File: src/rtl/exam_alu_pkg.sv
// Shared types and constants for the exam system sequential ALU.
// Holds the opcode encoding seen on the op port, the control FSM states
// and the mode encoding used by the shared multiply/divide shift core.
package exam_alu_pkg;

   localparam int OP_W = 2;

   typedef enum logic [OP_W-1:0] {
      OP_ADD  = 2'b00,
      OP_SUB  = 2'b01,
      OP_MULU = 2'b10,
      OP_DIVU = 2'b11
   } op_e;

   typedef enum logic [1:0] {
      S_IDLE = 2'b00,
      S_BUSY = 2'b01,
      S_DONE = 2'b10
   } state_e;

   localparam logic MODE_MUL = 1'b0;
   localparam logic MODE_DIV = 1'b1;

endpackage

File: src/rtl/exam_shift_core.sv
// Iterative shift datapath shared by unsigned multiply and unsigned
// restoring divide. One algorithm step is performed per 'step' cycle on a
// 2*WIDTH accumulator {hi, lo}; after WIDTH steps it holds the result.
//
// Ports:
//   clk, rst_in  clock and synchronous active-high reset
//   start        load operands and arm the counter with WIDTH steps
//   mode         MODE_MUL or MODE_DIV, captured on start
//   step         perform one step (ignored when the counter is zero)
//   a, b         operands, sampled on start
//   done         high while the step in progress is the final one
//   lo, hi       accumulator halves: product low/high or quotient/remainder
module exam_shift_core
   import exam_alu_pkg::*;
#(
   parameter int WIDTH = 32
) (
   input  logic             clk,
   input  logic             rst_in,
   input  logic             start,
   input  logic             mode,
   input  logic             step,
   input  logic [WIDTH-1:0] a,
   input  logic [WIDTH-1:0] b,
   output logic             done,
   output logic [WIDTH-1:0] lo,
   output logic [WIDTH-1:0] hi
);

   localparam int CNT_W = $clog2(WIDTH + 1);

   logic [WIDTH-1:0] hi_q, hi_d;
   logic [WIDTH-1:0] lo_q, lo_d;
   logic [WIDTH-1:0] opd_q, opd_d;
   logic [CNT_W-1:0] cnt_q, cnt_d;
   logic             mode_q, mode_d;

   logic [WIDTH:0]   mul_sum;
   logic [WIDTH:0]   rem_cand;
   logic [WIDTH-1:0] rem_diff;

   // Next-state for the accumulator. On start the high half is cleared so no
   // stale data leaks into the result. Multiply keeps the multiplier in lo
   // and shifts right, adding the multiplicand into hi when the bit leaving
   // lo is set. Divide keeps the dividend in lo and shifts left into hi,
   // subtracting the divisor whenever the partial remainder allows it; the
   // quotient bits fill lo from the bottom as the dividend shifts out.
   always_comb begin
      hi_d     = hi_q;
      lo_d     = lo_q;
      opd_d    = opd_q;
      cnt_d    = cnt_q;
      mode_d   = mode_q;
      mul_sum  = '0;
      rem_cand = '0;
      rem_diff = '0;

      if (start) begin
         mode_d = mode;
         cnt_d  = CNT_W'(WIDTH);
         hi_d   = '0;
         if (mode == MODE_MUL) begin
            lo_d  = b;
            opd_d = a;
         end else begin
            lo_d  = a;
            opd_d = b;
         end
      end else if (step && (cnt_q != '0)) begin
         cnt_d = cnt_q - CNT_W'(1);
         if (mode_q == MODE_MUL) begin
            mul_sum = {1'b0, hi_q} + (lo_q[0] ? {1'b0, opd_q} : '0);
            hi_d    = mul_sum[WIDTH:1];
            lo_d    = {mul_sum[0], lo_q[WIDTH-1:1]};
         end else begin
            rem_cand = {hi_q, lo_q[WIDTH-1]};
            rem_diff = WIDTH'(rem_cand - {1'b0, opd_q});
            if (rem_cand >= {1'b0, opd_q}) begin
               hi_d = rem_diff;
               lo_d = {lo_q[WIDTH-2:0], 1'b1};
            end else begin
               hi_d = rem_cand[WIDTH-1:0];
               lo_d = {lo_q[WIDTH-2:0], 1'b0};
            end
         end
      end
   end

   // Accumulator, operand and counter registers. Reset clears the result
   // halves so an aborted operation leaves nothing visible behind.
   always_ff @(posedge clk) begin
      if (rst_in) begin
         hi_q   <= '0;
         lo_q   <= '0;
         opd_q  <= '0;
         cnt_q  <= '0;
         mode_q <= MODE_MUL;
      end else begin
         hi_q   <= hi_d;
         lo_q   <= lo_d;
         opd_q  <= opd_d;
         cnt_q  <= cnt_d;
         mode_q <= mode_d;
      end
   end

   assign done = (cnt_q == CNT_W'(1));
   assign lo   = lo_q;
   assign hi   = hi_q;

endmodule

File: src/rtl/exam_seq_alu.sv
// Handshaked arithmetic unit for the exam system. Accepts one operation at
// a time over valid/ready, computes add/sub in a single cycle and unsigned
// multiply/divide in WIDTH cycles through exam_shift_core, then holds the
// result until the consumer takes it.
//
// Ports:
//   clk, rst_in           clock and synchronous active-high reset
//   in_valid, in_ready    operation handshake (op, a, b captured on accept)
//   op                    00 add, 01 sub, 10 mulu, 11 divu
//   a, b                  operands
//   out_valid, out_ready  result handshake
//   r, r_hi               result low / high (product high or remainder)
//   flag_z/c/v, err       zero, carry/borrow, overflow, divide by zero
module exam_seq_alu
   import exam_alu_pkg::*;
#(
   parameter int WIDTH = 32
) (
   input  logic             clk,
   input  logic             rst_in,
   input  logic             in_valid,
   output logic             in_ready,
   input  logic [1:0]       op,
   input  logic [WIDTH-1:0] a,
   input  logic [WIDTH-1:0] b,
   output logic             out_valid,
   input  logic             out_ready,
   output logic [WIDTH-1:0] r,
   output logic [WIDTH-1:0] r_hi,
   output logic             flag_z,
   output logic             flag_c,
   output logic             flag_v,
   output logic             err
);

   state_e           state_q, state_d;
   logic [WIDTH-1:0] r_q, r_d;
   logic [WIDTH-1:0] r_hi_q, r_hi_d;
   logic             flag_z_q, flag_z_d;
   logic             flag_c_q, flag_c_d;
   logic             flag_v_q, flag_v_d;
   logic             err_q, err_d;
   logic             core_sel_q, core_sel_d;
   logic             mul_sel_q, mul_sel_d;

   op_e              op_in;
   logic             accept;
   logic [WIDTH-1:0] b_eff;
   logic [WIDTH:0]   sum_ext;

   logic             core_start;
   logic             core_mode;
   logic             core_step;
   logic             core_done;
   logic [WIDTH-1:0] core_lo;
   logic [WIDTH-1:0] core_hi;

   assign op_in     = op_e'(op);
   assign in_ready  = (state_q == S_IDLE) && !rst_in;
   assign out_valid = (state_q == S_DONE);
   assign accept    = in_valid && in_ready;

   // Add and subtract share one adder: subtract is a + ~b + 1. Because
   // b_eff already carries the inverted subtrahend, the same sign test
   // detects overflow for both operations.
   always_comb begin
      b_eff   = (op_in == OP_SUB) ? ~b : b;
      sum_ext = {1'b0, a} + {1'b0, b_eff} + {{WIDTH{1'b0}}, (op_in == OP_SUB)};
   end

   // Control FSM and result capture. Add/sub and divide-by-zero finish on
   // the accept edge; multiply and divide hand off to the shift core and
   // wait for its final step. core_sel records that the visible result
   // lives in the core accumulator rather than in the local registers.
   always_comb begin
      state_d    = state_q;
      r_d        = r_q;
      r_hi_d     = r_hi_q;
      flag_z_d   = flag_z_q;
      flag_c_d   = flag_c_q;
      flag_v_d   = flag_v_q;
      err_d      = err_q;
      core_sel_d = core_sel_q;
      mul_sel_d  = mul_sel_q;
      core_start = 1'b0;
      core_mode  = MODE_MUL;
      core_step  = 1'b0;

      case (state_q)
         S_IDLE: begin
            if (accept) begin
               case (op_in)
                  OP_ADD, OP_SUB: begin
                     r_d        = sum_ext[WIDTH-1:0];
                     r_hi_d     = '0;
                     flag_z_d   = (sum_ext[WIDTH-1:0] == '0);
                     flag_c_d   = (op_in == OP_SUB) ? !sum_ext[WIDTH] : sum_ext[WIDTH];
                     flag_v_d   = (a[WIDTH-1] == b_eff[WIDTH-1]) &&
                                  (sum_ext[WIDTH-1] != a[WIDTH-1]);
                     err_d      = 1'b0;
                     core_sel_d = 1'b0;
                     state_d    = S_DONE;
                  end
                  OP_MULU: begin
                     core_start = 1'b1;
                     core_mode  = MODE_MUL;
                     core_sel_d = 1'b1;
                     mul_sel_d  = 1'b1;
                     state_d    = S_BUSY;
                  end
                  OP_DIVU: begin
                     if (b == '0) begin
                        r_d        = '1;
                        r_hi_d     = a;
                        flag_z_d   = 1'b0;
                        flag_c_d   = 1'b0;
                        flag_v_d   = 1'b0;
                        err_d      = 1'b1;
                        core_sel_d = 1'b0;
                        state_d    = S_DONE;
                     end else begin
                        core_start = 1'b1;
                        core_mode  = MODE_DIV;
                        core_sel_d = 1'b1;
                        mul_sel_d  = 1'b0;
                        state_d    = S_BUSY;
                     end
                  end
               endcase
            end
         end
         S_BUSY: begin
            core_step = 1'b1;
            if (core_done) begin
               state_d = S_DONE;
            end
         end
         S_DONE: begin
            if (out_ready) begin
               state_d = S_IDLE;
            end
         end
         default: begin
            state_d = S_IDLE;
         end
      endcase
   end

   // State and result registers; reset drops any operation in flight.
   always_ff @(posedge clk) begin
      if (rst_in) begin
         state_q    <= S_IDLE;
         r_q        <= '0;
         r_hi_q     <= '0;
         flag_z_q   <= 1'b0;
         flag_c_q   <= 1'b0;
         flag_v_q   <= 1'b0;
         err_q      <= 1'b0;
         core_sel_q <= 1'b0;
         mul_sel_q  <= 1'b0;
      end else begin
         state_q    <= state_d;
         r_q        <= r_d;
         r_hi_q     <= r_hi_d;
         flag_z_q   <= flag_z_d;
         flag_c_q   <= flag_c_d;
         flag_v_q   <= flag_v_d;
         err_q      <= err_d;
         core_sel_q <= core_sel_d;
         mul_sel_q  <= mul_sel_d;
      end
   end

   exam_shift_core #(
      .WIDTH (WIDTH)
   ) u_core (
      .clk    (clk),
      .rst_in (rst_in),
      .start  (core_start),
      .mode   (core_mode),
      .step   (core_step),
      .a      (a),
      .b      (b),
      .done   (core_done),
      .lo     (core_lo),
      .hi     (core_hi)
   );

   // Multiply/divide results are read straight from the core accumulator,
   // which stays frozen once the final step is taken, so flags derived from
   // it are valid in the same cycle out_valid rises.
   always_comb begin
      if (core_sel_q) begin
         r      = core_lo;
         r_hi   = core_hi;
         flag_z = (core_lo == '0);
         flag_c = 1'b0;
         flag_v = mul_sel_q && (core_hi != '0);
         err    = 1'b0;
      end else begin
         r      = r_q;
         r_hi   = r_hi_q;
         flag_z = flag_z_q;
         flag_c = flag_c_q;
         flag_v = flag_v_q;
         err    = err_q;
      end
   end

endmodule

File: config.mk
export PLATFORM = sky130hd
export DESIGN_NAME = exam_seq_alu
export DESIGN_NICKNAME = d
export VERILOG_FILES = /design/src/rtl/exam_alu_pkg.sv /design/src/rtl/exam_shift_core.sv /design/src/rtl/exam_seq_alu.sv
export SDC_FILE = /design/constraint.sdc
export NUM_CORES = 1
export LEC_CHECK = 0
export CAP_MARGIN = 15
export CORE_MARGIN = 5
export CORE_UTILIZATION = 50
export CTS_BUF_LIST = sky130_fd_sc_hd__clkbuf_8
export DETAILED_ROUTE_END_ITERATION = 10
export PLACE_DENSITY_LB_ADDON = 0.1
export SYNTH_ARGS = -nofsm -noshare
export SYNTH_HDL_FRONTEND = slang
export SYNTH_SLANG_ARGS = --single-unit
File: constraint.sdc
create_clock -name clk -period 12.1 [get_ports clk]
set_input_delay 1.815 -clock clk [delete_from_list [all_inputs] [get_ports clk]]
set_output_delay 1.815 -clock clk [all_outputs]
set_load 0.02 [all_outputs]
Word level (Yosys, flattened, before mapping)

Cells that the tools add are included.

Latch bits: 0
Memory bits (read-only): 0
Input port bits: 70
RAM bits: 0
Register bits after elaboration: 175
Word-level logic and storage cells: 104
Memories kept: 0

Bitwise logic cells: 1
Reductions and logical operators: 23
Multipliers: 0
Eq/ne operators: 13
Multiplexer cells: 46
Add/sub/neg operators: 5
Shift-type cells: 0
Magnitude comparators: 1
Div/mod/pow operators: 0

Operators by type and width:

| operator                                                           | count |
|---|---|
| 32-bit two-way mux                                                 | 13 |
| 32-bit one-hot mux with 2 select lines                             | 2 |
| 32-bit logical NOT                                                 | 3 |
| 32-bit by 32-bit adder with 33-bit output                          | 2 |
| 33-bit by 1-bit adder with 33-bit output                           | 1 |
| 33-bit by 32-bit >= comparator with 1-bit output                   | 1 |
| 32-bit inverter                                                    | 1 |
| 32-bit nonzero test                                                | 1 |
| 32-bit subtractor                                                  | 1 |
| 1-bit two-way mux                                                  | 16 |
| 6-bit two-way mux                                                  | 2 |
| 1-bit one-hot mux with 2 select lines                              | 6 |
| 2-bit one-hot mux with 3 select lines                              | 2 |
| 2-bit two-way mux                                                  | 4 |
| 2-bit != test, second input constant                               | 4 |
| 4-bit AND reduction                                                | 2 |
| 2-bit == test, second input constant                               | 3 |
| 6-bit by 1-bit == test with 1-bit output, second input constant    | 1 |
| 2-bit nonzero test                                                 | 3 |
| 6-bit nonzero test                                                 | 1 |
| 6-bit by 1-bit subtractor with 6-bit output, second input constant | 1 |
| 1-bit logical AND                                                  | 5 |
| 2-bit by 1-bit == test with 1-bit output, second input constant    | 2 |
| 2-bit logical NOT                                                  | 2 |
| other kinds (8)                                                    | 10 |

Longest topological paths before layout

Depth in word-level cells: 7
Mapped depth: 18
Depth with buffers taken out: 15

Hierarchy

Synthesis repeated with hierarchy kept, for this count alone.

Cell total of the unflattened synthesis: 1835
Area total of the unflattened synthesis: 14865.5 um^2

By module, submodules not included:

| module          | seq. area each (um^2) | area each (um^2) | cells each | times used |
|---|---|---|---|---|
| exam_shift_core | 2062.0                | 9091.2           | 1129       | 1 |
| exam_seq_alu    | 1441.4                | 5774.3           | 706        | 1 |

Worst setup path before layout

Ideal clock, no wire load.

Path kind: input -> register
Start: in op[1]
End: reg flag_z_q
Setup time: 0.069 ns
Buffers on the path: 3
Stages: 16
Data required time: 12.031 ns
Slack: 6.721 ns
Arrival: 5.310 ns
Cells stage by stage: buf_4 -> nand2b_1 -> clkbuf_1 -> buf_1 -> xnor2_1 -> ha_1 -> a21o_1 -> and3_4 -> or4b_4 -> o21ai_2 -> o31ai_2 -> o31a_1 -> or3_1 -> nor4_1 -> nand4b_1 -> o21ai_1

Longest elaborated chain between the ends: 6
Elaborated cells between the ends (all ways): 12

RTL lines:

| what                                      | line                                                       | source |
|---|---|---|
| start: declaration                        | exam_seq_alu.sv:23                                         | `input logic [1:0] op,` |
| 2-bit by 1-bit == test with 1-bit output  | exam_seq_alu.sv:67, exam_seq_alu.sv:68, exam_seq_alu.sv:92 |  |
| 32-bit two-way mux                        | exam_seq_alu.sv:67                                         | `b_eff = (op_in == OP_SUB) ? ~b : b;` |
| 32-bit by 32-bit adder with 33-bit output | exam_seq_alu.sv:68                                         | `sum_ext = {1'b0, a} + {1'b0, b_eff} + {{WIDTH{1'b0}}, (op_in == OP_SUB)};` |
| 33-bit by 1-bit adder with 33-bit output  | exam_seq_alu.sv:68                                         |  |
| 32-bit logical NOT                        | exam_seq_alu.sv:96                                         | `flag_z_d = (sum_ext[WIDTH-1:0] == '0);` |
| 1-bit one-hot mux with 2 select lines     | exam_seq_alu.sv:92                                         | `case (op_in)` |
| end signal: assignment                    | exam_seq_alu.sv:165                                        | `flag_z_q <= flag_z_d;` |
| end: declaration                          | exam_seq_alu.sv:39                                         | `logic flag_z_q, flag_z_d;` |

Parallel ways exist; a longest one is shown, timed or not.
A chain may end at the register's enable or synchronous reset.

Worst setup path after layout

Start: in op[0]
End: reg flag_z_q

The elaborated chain is that of the path after synthesis.

==> key figures <==
Logic synthesis
  – Post-Synthesis Cells: 1838
  – Synth unique cells: 85
  – Post-synthesis net count: 2011
  – EDFF count, synth: 0
  – Post-Syn Area: about 0.015 mm^2
  – Sequential element share of the synthesized area: between 20% and 30%
  – Synth Register Bits: 175
  – Synth async-reset ratio: 0%
  – Cell accounting for the most synthesized area: dfxtp_1
  – Syn. warnings: 0
  – Top cell type's share of synthesized area: 24.11%
  – Mapped Avg Cell Area: 7.907 um^2
  – Top FF cell, synth: dfxtp_1
  – Top cells by area, synth: dfxtp_1, ha_1, mux2i_1, a211oi_1, xnor2_1

Layout
  – Commonest non-fill, non-tap cell in the layout: nor2_1
  – Final Instance Count excl. Fillers: 2289
  – Layout cells sized above 1: just under 8%
  – N_diodes: 0
  – Filler cells: 2721
  – Nets: 2065
  – Syn-to-layout area delta: 13.81%
  – Commonest non-fill, non-tap cells in the layout: nor2_1, dfxtp_1, clkdlybuf4s50_1
  – Multi-input logic area: 0.01034 mm^2
  – Reg area: around 0.0035 mm^2

Worst setup path
  – Critical R2R Launch: u_core.lo[0]
  – Worst EP arrival: 6.69 ns
  – Crit. End Element: flop
  – CP Max Fanout: 33
  – R2R Setup Slk: 8.18 ns
  – Worst EP required: 12.53 ns
  – Worst setup SP type: input pin
  – Path type of the worst setup path: in2reg
  – Worst setup path startpoint: op[0]

Power
  – Worst ir drop on vdd: 0.06919 mV
  – Leak: ~6.7 nW
  – PD cells: 98.25 mW/mm^2
  – Final Total Pwr: 1.625 mW

Die
  – Initial Utilization: 50.63%
  – Chip width: 180.5 um
  – Total die area: 0.03257 mm^2
  – Die Y: 180.5 um
  – Core area: 0.02870 mm^2
  – Rows: 62
  – I/O Pins: 140

Global routing
  – Number of global-route vias before repair: 13120
  – Grt ovf: 0
  – Total track usage: 27.79%
  – Pin count of the biggest net entering global routing: between 80 and 90
  – Initial antenna violation count: 1
  – First-pass GRT wire length: 73970 um

Clocking
  – CTS tree: built
  – Setup Fix Bufs, Post-CTS: 0
  – Root buf cell: clkbuf_8
  – Max clock buf depth: 2
  – Worst-skew pair later-pin latency: 0.50 ns
  – Sink Count: approximately 180
  – CTS buffer count: 17
  – CTS H-tree depth: 4
  – Post-CTS Hold Buffers: 0
  – Clock transition at path regs: 0.11 ns
  – Post-CTS sizing: 0

Timing
  – Max Slew Vio Count: 0
  – Fin Clk Skew: ~0.022 ns
  – Final period util: just over 50%
  – Setup violations, final: 0
  – Final hold violation count: 0
  – Max Clock Freq: 0.1598 GHz
  – Tightest Pin Transition: 1.132 ns
  – RSZ-0062 raised after global routing: false
  – Final setup TNS: 0 ns
  – Relative slew slack: 24.32%
  – Final worst path period need: 6.259 ns
  – Final WS setup: roughly 6 ns

Route
  – Post-DR wirelength/cell: approximately 20 um
  – Final WL: 46830 um
  – Vias per cell: 6.021
  – Max Used Layer: met5
  – Antenna-violating nets left: 0
  – Wl on met1: approximately 23000 um
  – WL met2: 21360 um
  – DR vias: approximately 14000
  – DRC Markers: 0
  – DRT iter0 DRCs: 1166
  – TritonRoute pass-1 iters: 5
  – Wire length on met3: 2157 um

Outcome
  – Status: complete, no violations

Run
  – MaxCap Viol Count: 0

Worst hold path
  – Hold Crit Start: flag_z_q
  – Hold Path Class: reg2reg

Placement
  – IO buf count: around 140
  – Dpl ws: 5.353 ns
  – DP Wirelength: 34940 um
  – Dpl cells: approximately 2300
  – Routability congestion estimate from global placement: 0.9201
## stage by stage
step	hold slack, ns	cell area (um^2)	utilization [%]
after floorplan	0.4318	14530	-
after global placement	0.4497	16100	56.10
after detailed placement	0.4572	16100	56.10
after CTS	0.4732	16540	57.62
after global routing	0.4913	16540	57.62
final	0.4738	16540	57.62
## worst paths after layout
kind                                 endpoint  depth (start not counted)
worst max-delay path                 flag_z_q                         16
worst min-delay path                 flag_z_q                          2
worst max register to register  u_core.hi[29]                         16
worst min register to register       flag_z_q                          2
## registers in the layout (all words and copies together) (netlist names)
register and cells:
core_sel_q 1, err_q 1, flag_c_q 1, flag_v_q 1
flag_z_q 1, mul_sel_q 1, r_hi_q 32, r_q 32
state_q 2, u_core.cnt_q 6, u_core.hi 32, u_core.lo 32
u_core.mode_q 1, u_core.opd_q 32
## cells by family after synthesis
logic type      count (synthesis)  synth area share (%)
compound gates                552                 25.24
xor+xnor                      112                 6.750
fa+ha+maj                     103                 9.023
buf+inv                       192                 5.183
flops                         175                 24.11
mux                           169                 12.20
simple gates                  535                 17.49
## power by group
part	total [mW]	leakage (nW)	internal, mW	switching, mW
sequential	0.631	1.42	0.597	0.0335
combinational	0.538	5.06	0.224	0.314
clock	0.456	0.212	0.195	0.261
total	1.62	6.70	1.02	0.609
## critical path, stage by stage
cell             delay [ns]
clkdlybuf4s50_1        0.77
nand2b_2               0.72
xnor2_1                0.49
inv_1                  0.11
fa_1                   0.44
nor2b_1                0.19
o31ai_2                0.11
a21oi_2                0.20
o21ai_2                0.11
o31ai_2                0.33
o21ai_0                0.19
o31a_1                 0.16
or3_1                  0.37
nor4_1                 0.38
nand4b_1               0.16
o21ai_1                0.14
## Yosys cell counts, types with 11 or more instances
cell type / instances
nor3_1: 27
inv_1: 74
a21oi_1: 129
dfxtp_1: 175
nor2_1: 185
clkbuf_1: 98
nand2_1: 137
xor2_1: 29
a31oi_1: 26
ha_1: 100
mux2_2: 64
a22oi_1: 32
nand2b_1: 16
o211ai_1: 22
nor4_1: 32
o21bai_1: 12
nor2b_1: 14
a211oi_1: 126
xnor2_1: 83
a21o_1: 42
o21a_1: 11
nand3_1: 28
and2_1: 35
mux2i_1: 104
o21ai_0: 80
nand4_1: 21
## per-layer routing
layer / vias to the layer above / GRT usage, %
met5: - / 0
met4: 2 / 5.808
met3: 43 / 3.230
met2: 365 / 44.71
met1: 6539 / 40.28
li1: 6833 / -
## layout make-up
cell class              count  share of cell area, %
repair buffers            153                  9.032
clock inverters            15                  1.226
clock buffers              17                  1.415
well taps                 384                  2.905
multi-input cells        1471                  62.52
flip-flops and latches    175                  21.23
inverters                  74                  1.679
Power figures use the tool's default switching activity.
